<file path="src/rtl/pipeline_ctrl_pkg.sv">
// Shared types and constants for the RV32 pipeline hazard/stall controller.
package pipeline_ctrl_pkg;

  localparam int REG_IDX_W = 5;
  localparam logic [REG_IDX_W-1:0] REG_X0 = 5'd0;

  typedef enum logic [1:0] {
    S_RUN      = 2'd0,
    S_MEM_WAIT = 2'd1,
    S_ERROR    = 2'd2
  } hz_state_e;

endpackage

</file>
<file path="src/rtl/pipeline_hazard_ctrl_perf.sv">
// Free-running 32-bit wrapping counters of stall and flush cycles for the
// hazard controller; instantiated only when HAZARD_PERF_EN is defined.
module hazard_perf_counters (
  input  logic        clk,
  input  logic        reset,
  input  logic        stall,
  input  logic        flush,
  output logic [31:0] perf_stall_cycles,
  output logic [31:0] perf_flushes
);

  always_ff @(posedge clk or posedge reset) begin
    if (reset) begin
      perf_stall_cycles <= 32'd0;
      perf_flushes      <= 32'd0;
    end else begin
      if (stall) perf_stall_cycles <= perf_stall_cycles + 32'd1;
      if (flush) perf_flushes      <= perf_flushes + 32'd1;
    end
  end

endmodule

</file>
<file path="src/rtl/pipeline_hazard_ctrl.sv">
// Hazard/stall controller for the 5-stage RV32 pipeline: load-use stalls,
// taken-BEQ flushes, dmem wait freeze with timeout. HAZARD_PERF_EN adds perf counters.
module pipeline_hazard_ctrl
  import pipeline_ctrl_pkg::*;
#(
  parameter int MEM_TIMEOUT = 15,
  parameter int CNT_W       = 8
) (
  input  logic                 clk,
  input  logic                 reset,
  input  logic [REG_IDX_W-1:0] id_rs1,
  input  logic [REG_IDX_W-1:0] id_rs2,
  input  logic                 id_use_rs1,
  input  logic                 id_use_rs2,
  input  logic [REG_IDX_W-1:0] ex_rd,
  input  logic                 ex_mem_read,
  input  logic                 ex_beq_taken,
  input  logic                 dmem_req,
  input  logic                 dmem_ready,
  output logic                 pc_write,
  output logic                 if_id_write,
  output logic                 if_id_flush,
  output logic                 id_ex_write,
  output logic                 id_ex_flush,
  output logic                 ex_mem_write,
  output logic                 mem_timeout
`ifdef HAZARD_PERF_EN
  ,
  output logic [31:0]          perf_stall_cycles,
  output logic [31:0]          perf_flushes
`endif
);

  localparam logic [CNT_W-1:0] TIMEOUT_CNT = CNT_W'(MEM_TIMEOUT);

  hz_state_e        state_q, state_d;
  logic [CNT_W-1:0] wait_cnt_q, wait_cnt_d;
  logic             mem_timeout_q;
  logic             mem_wait;
  logic             load_use;

  assign mem_wait = dmem_req & ~dmem_ready;

  // x0 is hard-wired zero, so a load targeting it can never feed a consumer.
  assign load_use = ex_mem_read && (ex_rd != REG_X0) &&
                    ((id_use_rs1 && (id_rs1 == ex_rd)) ||
                     (id_use_rs2 && (id_rs2 == ex_rd)));

  always_ff @(posedge clk or posedge reset) begin
    if (reset) begin
      state_q       <= S_RUN;
      wait_cnt_q    <= '0;
      mem_timeout_q <= 1'b0;
    end else begin
      state_q       <= state_d;
      wait_cnt_q    <= wait_cnt_d;
      mem_timeout_q <= mem_timeout_q | (state_d == S_ERROR);
    end
  end

  always_comb begin
    state_d    = state_q;
    wait_cnt_d = wait_cnt_q;
    case (state_q)
      S_RUN: begin
        if (mem_wait) begin
          state_d    = S_MEM_WAIT;
          wait_cnt_d = CNT_W'(1);
        end
      end
      S_MEM_WAIT: begin
        if (!mem_wait) begin
          state_d    = S_RUN;
          wait_cnt_d = '0;
        end else if (wait_cnt_q == TIMEOUT_CNT) begin
          state_d    = S_ERROR;
        end else begin
          wait_cnt_d = wait_cnt_q + CNT_W'(1);
        end
      end
      S_ERROR: state_d = S_ERROR;
      default: begin
        state_d    = S_RUN;
        wait_cnt_d = '0;
      end
    endcase
  end

  // Priority: reset bubbles > error/mem freeze > branch flush > load-use stall.
  always_comb begin
    pc_write     = 1'b1;
    if_id_write  = 1'b1;
    if_id_flush  = 1'b0;
    id_ex_write  = 1'b1;
    id_ex_flush  = 1'b0;
    ex_mem_write = 1'b1;
    if (reset) begin
      if_id_flush = 1'b1;
      id_ex_flush = 1'b1;
    end else if ((state_q == S_ERROR) || mem_wait) begin
      pc_write     = 1'b0;
      if_id_write  = 1'b0;
      id_ex_write  = 1'b0;
      ex_mem_write = 1'b0;
    end else if (ex_beq_taken) begin
      if_id_flush = 1'b1;
      id_ex_flush = 1'b1;
    end else if (load_use) begin
      pc_write    = 1'b0;
      if_id_write = 1'b0;
      id_ex_flush = 1'b1;
    end
  end

  assign mem_timeout = mem_timeout_q;

`ifdef HAZARD_PERF_EN
  hazard_perf_counters u_perf (
    .clk               (clk),
    .reset             (reset),
    .stall             (~pc_write),
    .flush             (if_id_flush),
    .perf_stall_cycles (perf_stall_cycles),
    .perf_flushes      (perf_flushes)
  );
`endif

endmodule

</file>
<file path="config.mk">
export PLATFORM = sky130hd
export DESIGN_NAME = pipeline_hazard_ctrl
export DESIGN_NICKNAME = d
export VERILOG_FILES = /design/src/rtl/pipeline_ctrl_pkg.sv /design/src/rtl/pipeline_hazard_ctrl_perf.sv /design/src/rtl/pipeline_hazard_ctrl.sv
export SDC_FILE = /design/constraint.sdc
export NUM_CORES = 1
export LEC_CHECK = 0
export ABC_CLOCK_PERIOD_IN_PS = 2300
export CAP_MARGIN = 20
export CORE_MARGIN = 1
export CORE_UTILIZATION = 42
export CTS_CLUSTER_DIAMETER = 120
export DETAILED_ROUTE_END_ITERATION = 7
export GPL_ROUTABILITY_DRIVEN = 0
export GPL_TIMING_DRIVEN = 0
export PLACE_DENSITY = 0.77
export REMOVE_ABC_BUFFERS = 1
export SYNTH_ARGS = -nofsm -noshare
export SYNTH_HDL_FRONTEND = slang
export SYNTH_SLANG_ARGS = --single-unit
</file>
<file path="constraint.sdc">
create_clock -name clk -period 2.3 [get_ports clk]
set_input_delay 0.46 -clock clk [delete_from_list [all_inputs] [get_ports clk]]
set_output_delay 0.46 -clock clk [all_outputs]
set_load 0.01 [all_outputs]
</file>
; ---- Yosys cells after proc, flatten, opt, wreduce, memory -nomap -nowiden
; Cells that the tools add are included.
[totals]
reg_bits = 11
elab_cells = 46
[classes]
addsub = 1
eq_ne = 8
muxes = 21
bitwise_logic = 4
n_reduce_logical = 9
[op_table]
columns = operator, n
row1 = 8-bit two-way mux, 3
row2 = 8-bit one-hot mux with 3 select lines, 1
row3 = 1-bit two-way mux, 13
row4 = 5-bit == test, 2
row5 = "8-bit by 1-bit adder with 8-bit output, second input constant", 1
row6 = "8-bit by 4-bit == test with 1-bit output, second input constant", 1
row7 = 2-bit two-way mux, 3
row8 = 2-bit one-hot mux with 3 select lines, 1
row9 = 5-bit nonzero test, 1
row10 = "2-bit == test, second input constant", 2
row11 = 1-bit logical AND, 4
row12 = "3-bit inequality test, second input constant", 1
row13 = 3-bit AND reduction, 1
row14 = "2-bit by 1-bit == test with 1-bit output, second input constant", 1
row15 = 2-bit zero test, 1
row16 = 1-bit logical OR, 2
row17 = "2-bit inequality test, second input constant", 1
row18 = 1-bit inverter, 2
row19 = 1-bit bitwise AND, 1
row20 = 1-bit bitwise OR, 1

; ---- Depth between registers and ports, before layout
[depth]
depth_word = 8
mapped_depth = 6
ltp_nobuf = 5

; ---- Worst setup path after synthesis
; OpenSTA, ideal clock, no wires.
[synth_timing]
path_type = input-to-output
start = in ex_rd[1]
end = out pc_write
t_arrival_ns = 1.629
slack_ns = 0.211
stages = 4
path_cell_list = or4_1 o21a_1 a31oi_1 buf_4
[synth_between]
elab_chain_len = 8
word_cells_on_any_way = 12
[synth_lines]
columns = element, line_no
row1 = "start, declared", pipeline_hazard_ctrl.sv:15  ; input logic [REG_IDX_W-1:0] ex_rd,
row2 = 5-bit == test (on tied branches), "pipeline_hazard_ctrl.sv:46, pipeline_hazard_ctrl.sv:47"
row3 = 1-bit logical AND (on tied branches), "pipeline_hazard_ctrl.sv:46, pipeline_hazard_ctrl.sv:47"
row4 = 1-bit logical OR, pipeline_hazard_ctrl.sv:46  ; ((id_use_rs1 && (id_rs1 == ex_rd)) ||
row5 = 1-bit logical AND *, pipeline_hazard_ctrl.sv:45  ; assign load_use = ex_mem_read && (ex_rd != REG_X0) &&
row6 = 1-bit two-way mux * (4 in series), --
row7 = "end, declared", pipeline_hazard_ctrl.sv:20  ; output logic pc_write,
; Mark *: on every way between the ends. The rest lies on a longest branch, timed or not.

; ---- Final worst setup path
[layout_timing]
start = in ex_rd[4]
end = out id_ex_flush
[layout_between]
elab_chain_len = 8
word_cells_on_any_way = 12
[layout_lines]
columns = element, line_no
row1 = 5-bit == test (on tied branches), "pipeline_hazard_ctrl.sv:46, pipeline_hazard_ctrl.sv:47"
row2 = 1-bit logical AND (on tied branches), "pipeline_hazard_ctrl.sv:46, pipeline_hazard_ctrl.sv:47"
row3 = 1-bit logical OR, pipeline_hazard_ctrl.sv:46
row4 = 1-bit logical AND *, pipeline_hazard_ctrl.sv:45
row5 = 1-bit two-way mux *, pipeline_hazard_ctrl.sv:108  ; end else if (load_use) begin
row6 = 1-bit two-way mux *, pipeline_hazard_ctrl.sv:105  ; end else if (ex_beq_taken) begin
row7 = 1-bit two-way mux *, pipeline_hazard_ctrl.sv:100  ; end else if ((state_q == S_ERROR) || mem_wait) begin
row8 = 1-bit two-way mux *, pipeline_hazard_ctrl.sv:97  ; if (reset) begin
row9 = "end, declared", pipeline_hazard_ctrl.sv:24  ; output logic id_ex_flush,
; Marked as above.

==> results.py <==
metrics = {
    "sta": {
        "post-route-period-util_pct": 98.6,
        "finalHoldViolCount": 0,
        "period_minus_slack_ns": 2.27,
        "slew-limit-headroom_pct": 70.8,
        "drv_slew": 0,
        "tightestPinTransition_ns": 0.435,
        "max_freq_mhz": 441,
        "fin_skew_ns": 0.00517,
        "setup_violations": 0,
        "rsz0062_at_grt": "no",
    },
    "placement": {
        "dpl.cell_count": 135,
        "io_buffers": 29,
        "placed_area_sq_mm": 0.00106,
        "dp_hpwl_um": 1310,
    },
    "logic_synthesis": {
        "synthFlopType": "dfrtp_1",
        "synthTopCellsByArea": "dfrtp_1 36%, xnor2_1 13%, nand2_1 4.4%, o21ai_0 3.2%, a31oi_1 2.4%",
        "yosysWarnings": 0,
        "synthCells": 87,
        "synth_seq_cells": 11,
        "yosys.area.top_type": "dfrtp_1",
        "synth_edf_count": 0,
        "synth_top_cells_by_count": "11 x dfrtp_1, 11 x xnor2_1, 9 x nand2_1",
        "yosysUniqueCellTypes": 37,
        "netlist_area_sq_um": 771,
        "yosys.area.top_type_share_pct": 35.7,
        "async_flop_share_pct": 100,
        "syn_avg_cell_area_sq_um": 8.86,
        "ys_seq_area_share_pct": 35.7,
    },
    "worst_hold_path": {
        "holdCritPathClass": "reg2reg",
        "hp-start": "mem_timeout$_DFF_PP0_",
    },
    "worst_setup_path": {
        "path_buf_inv": 2,
        "crit_type": "in2out",
        "crit_fanout": 3,
        "startpoint": "ex_rd[4]",
        "crit_path_max_incr_delay_ns": 0.53,
        "start_kind": "input pin",
        "crit_arrival_ns": 1.81,
        "required_ns": 1.84,
        "end_kind": "output pin",
        "path_cells": "buf_2, or4_1, o21a_1, a311o_1, buf_2",
        "r2r_start": "wait_cnt_q[0]$_DFFE_PP0P_",
        "slowest_stage": "or4_1",
        "crit_path_frequent_cell": "buf_2",
        "cp_top_family": "compound AO/OA/AOI/OAI gates",
    },
    "floorplan": {
        "dieArea_sq_mm": 0.00201,
        "start_util_pct": 44.6,
        "die_w_um": 44.8,
        "num_rows": 15,
        "core-area_sq_mm": 0.00173,
        "die_h_um": 44.8,
        "num_io_pins": 30,
    },
    "status": {
        "status": "finished, final reports clean",
    },
    "global_route": {
        "grt_use_total_pct": 20.5,
        "grt_overflow": 0,
        "grt_max_degree": 12,
        "grt_pass1_vias": 744,
        "grt_pass1_wl_um": 2950,
        "antenna_found_initial": 0,
    },
    "layout": {
        "drive_above_1_share_pct": 16.9,
        "nets": 143,
        "post-route-util_pct": 63.9,
        "multi_input_area_sq_um": 462,
        "num_antenna_cells": 0,
        "final_cells": 143,
        "final_area_sq_mm": 0.00110,
        "n_fill_cell": 156,
        "area_growth_pct": 43.2,
        "regArea_sq_um": 277,
    },
    "routing": {
        "vias_per_cell": 5.45,
        "route.detailed.drc": 0,
        "firstDrtPassIters": 4,
        "totalWireLength_um": 1790,
        "drt_iter0_drc": 22,
        "vias": 779,
        "final_antenna_net_count": 0,
        "post_drt_wl_per_cell_um": 12.5,
    },
    "run": {
        "cap_violations": 0,
    },
    "clock_tree": {
        "clock_path_buffers": 2,
        "clock_latency_ns": 0.27,
        "root_buffer": "clkbuf_4",
        "hold_buffers": 0,
        "cts-buffers-inserted": 3,
        "cts-htree-levels": 1,
        "cts.clk_slew.worst_paths_ns": 0.07,
        "cts_tree": "built",
        "clock-sinks": 11,
    },
    "power_and_ir_drop": {
        "leakagePower_uw": 0.000450,
        "powerDensity_mw_per_mm2": 401,
        "ir_worst_vdd_uv": 174,
    },
}
-- logic make-up after synthesis --
family          share of synthesized area (%)
buf+inv                                  6.49
flops                                    35.7
compound gates                           20.9
fa+ha+maj                                1.62
simple gates                             20.1
mux                                      1.46
xor+xnor                                 13.6
-- worst paths after layout --
path / cells past startpoint / end / slack (ns)
max: 5 / id_ex_flush / 0.03
min: 1 / mem_timeout$_DFF_PP0_ / 0.48
max reg2reg: 5 / wait_cnt_q[2]$_DFFE_PP0P_ / 0.66
min reg2reg: 1 / mem_timeout$_DFF_PP0_ / 0.48
max in group asynchronous: 2 / state_q[0]$_DFF_PP0_ / 1.38
min in group asynchronous: 2 / mem_timeout$_DFF_PP0_ / 0.59
-- per-layer routing --
metal  vias to the layer above  wire length, um  global-route usage, %
met2                        38              830                   32.6
met4                         0               56                   13.3
met3                         4              132                   5.20
met1                       358              765                   24.6
met5                         -                0                      0
li1                        379                -                      -
-- where the power goes --
group	switching, uW	leakage (uW)	internal, uW	total (uW)
sequential	5.99	0.000144	198	204
combinational	43.4	0.000291	63.7	107
clock	63.6	0.0000150	67.2	131
-- cells in the final DEF (no fill, tap or decap), drive strengths merged, types with 2 or more instances in the layout --
master and instances:
a21oi 3, clkdlybuf4s50 18, nor2 3, nand2 9, o22ai 3, clkbuf 4
xnor2 11, and3 2, o21ai 5, inv 5, a31oi 3, nand4 3
dlygate4sd2 3, dfrtp 11, buf 10
-- registers in the layout, summed over array words and instances, names as in the netlist --
name and cells:
wait_cnt_q 8, state_q 2, mem_timeout 1
-- through the flow --
stage                     hold slack (ns)  total power, uW  setup slack, ns  setup TNS [ns]
final                               0.480              442           0.0327               0
after global routing                0.525              472          0.00741               0
after CTS                           0.483              446           0.0157               0
after detailed placement            0.454              315           -0.660           -2.22
after global placement              0.461              313           -0.666           -2.17
after floorplan                     0.312              252            0.289               0
-- area by class of cell --
class	instances	share of cell area, %
clock buffer	4	2.38
sequential	11	25.1
inverter	5	1.70
multi-input combinational	65	41.8
tap	25	2.83
timing repair buffer	33	26.2
-- what timing repair did --
item,CTS,global route
pin swaps,4,4
setup buffers,1,3
resized for setup,29,5
setup endpoints to repair,6,3
Power figures use the tool's default switching activity.
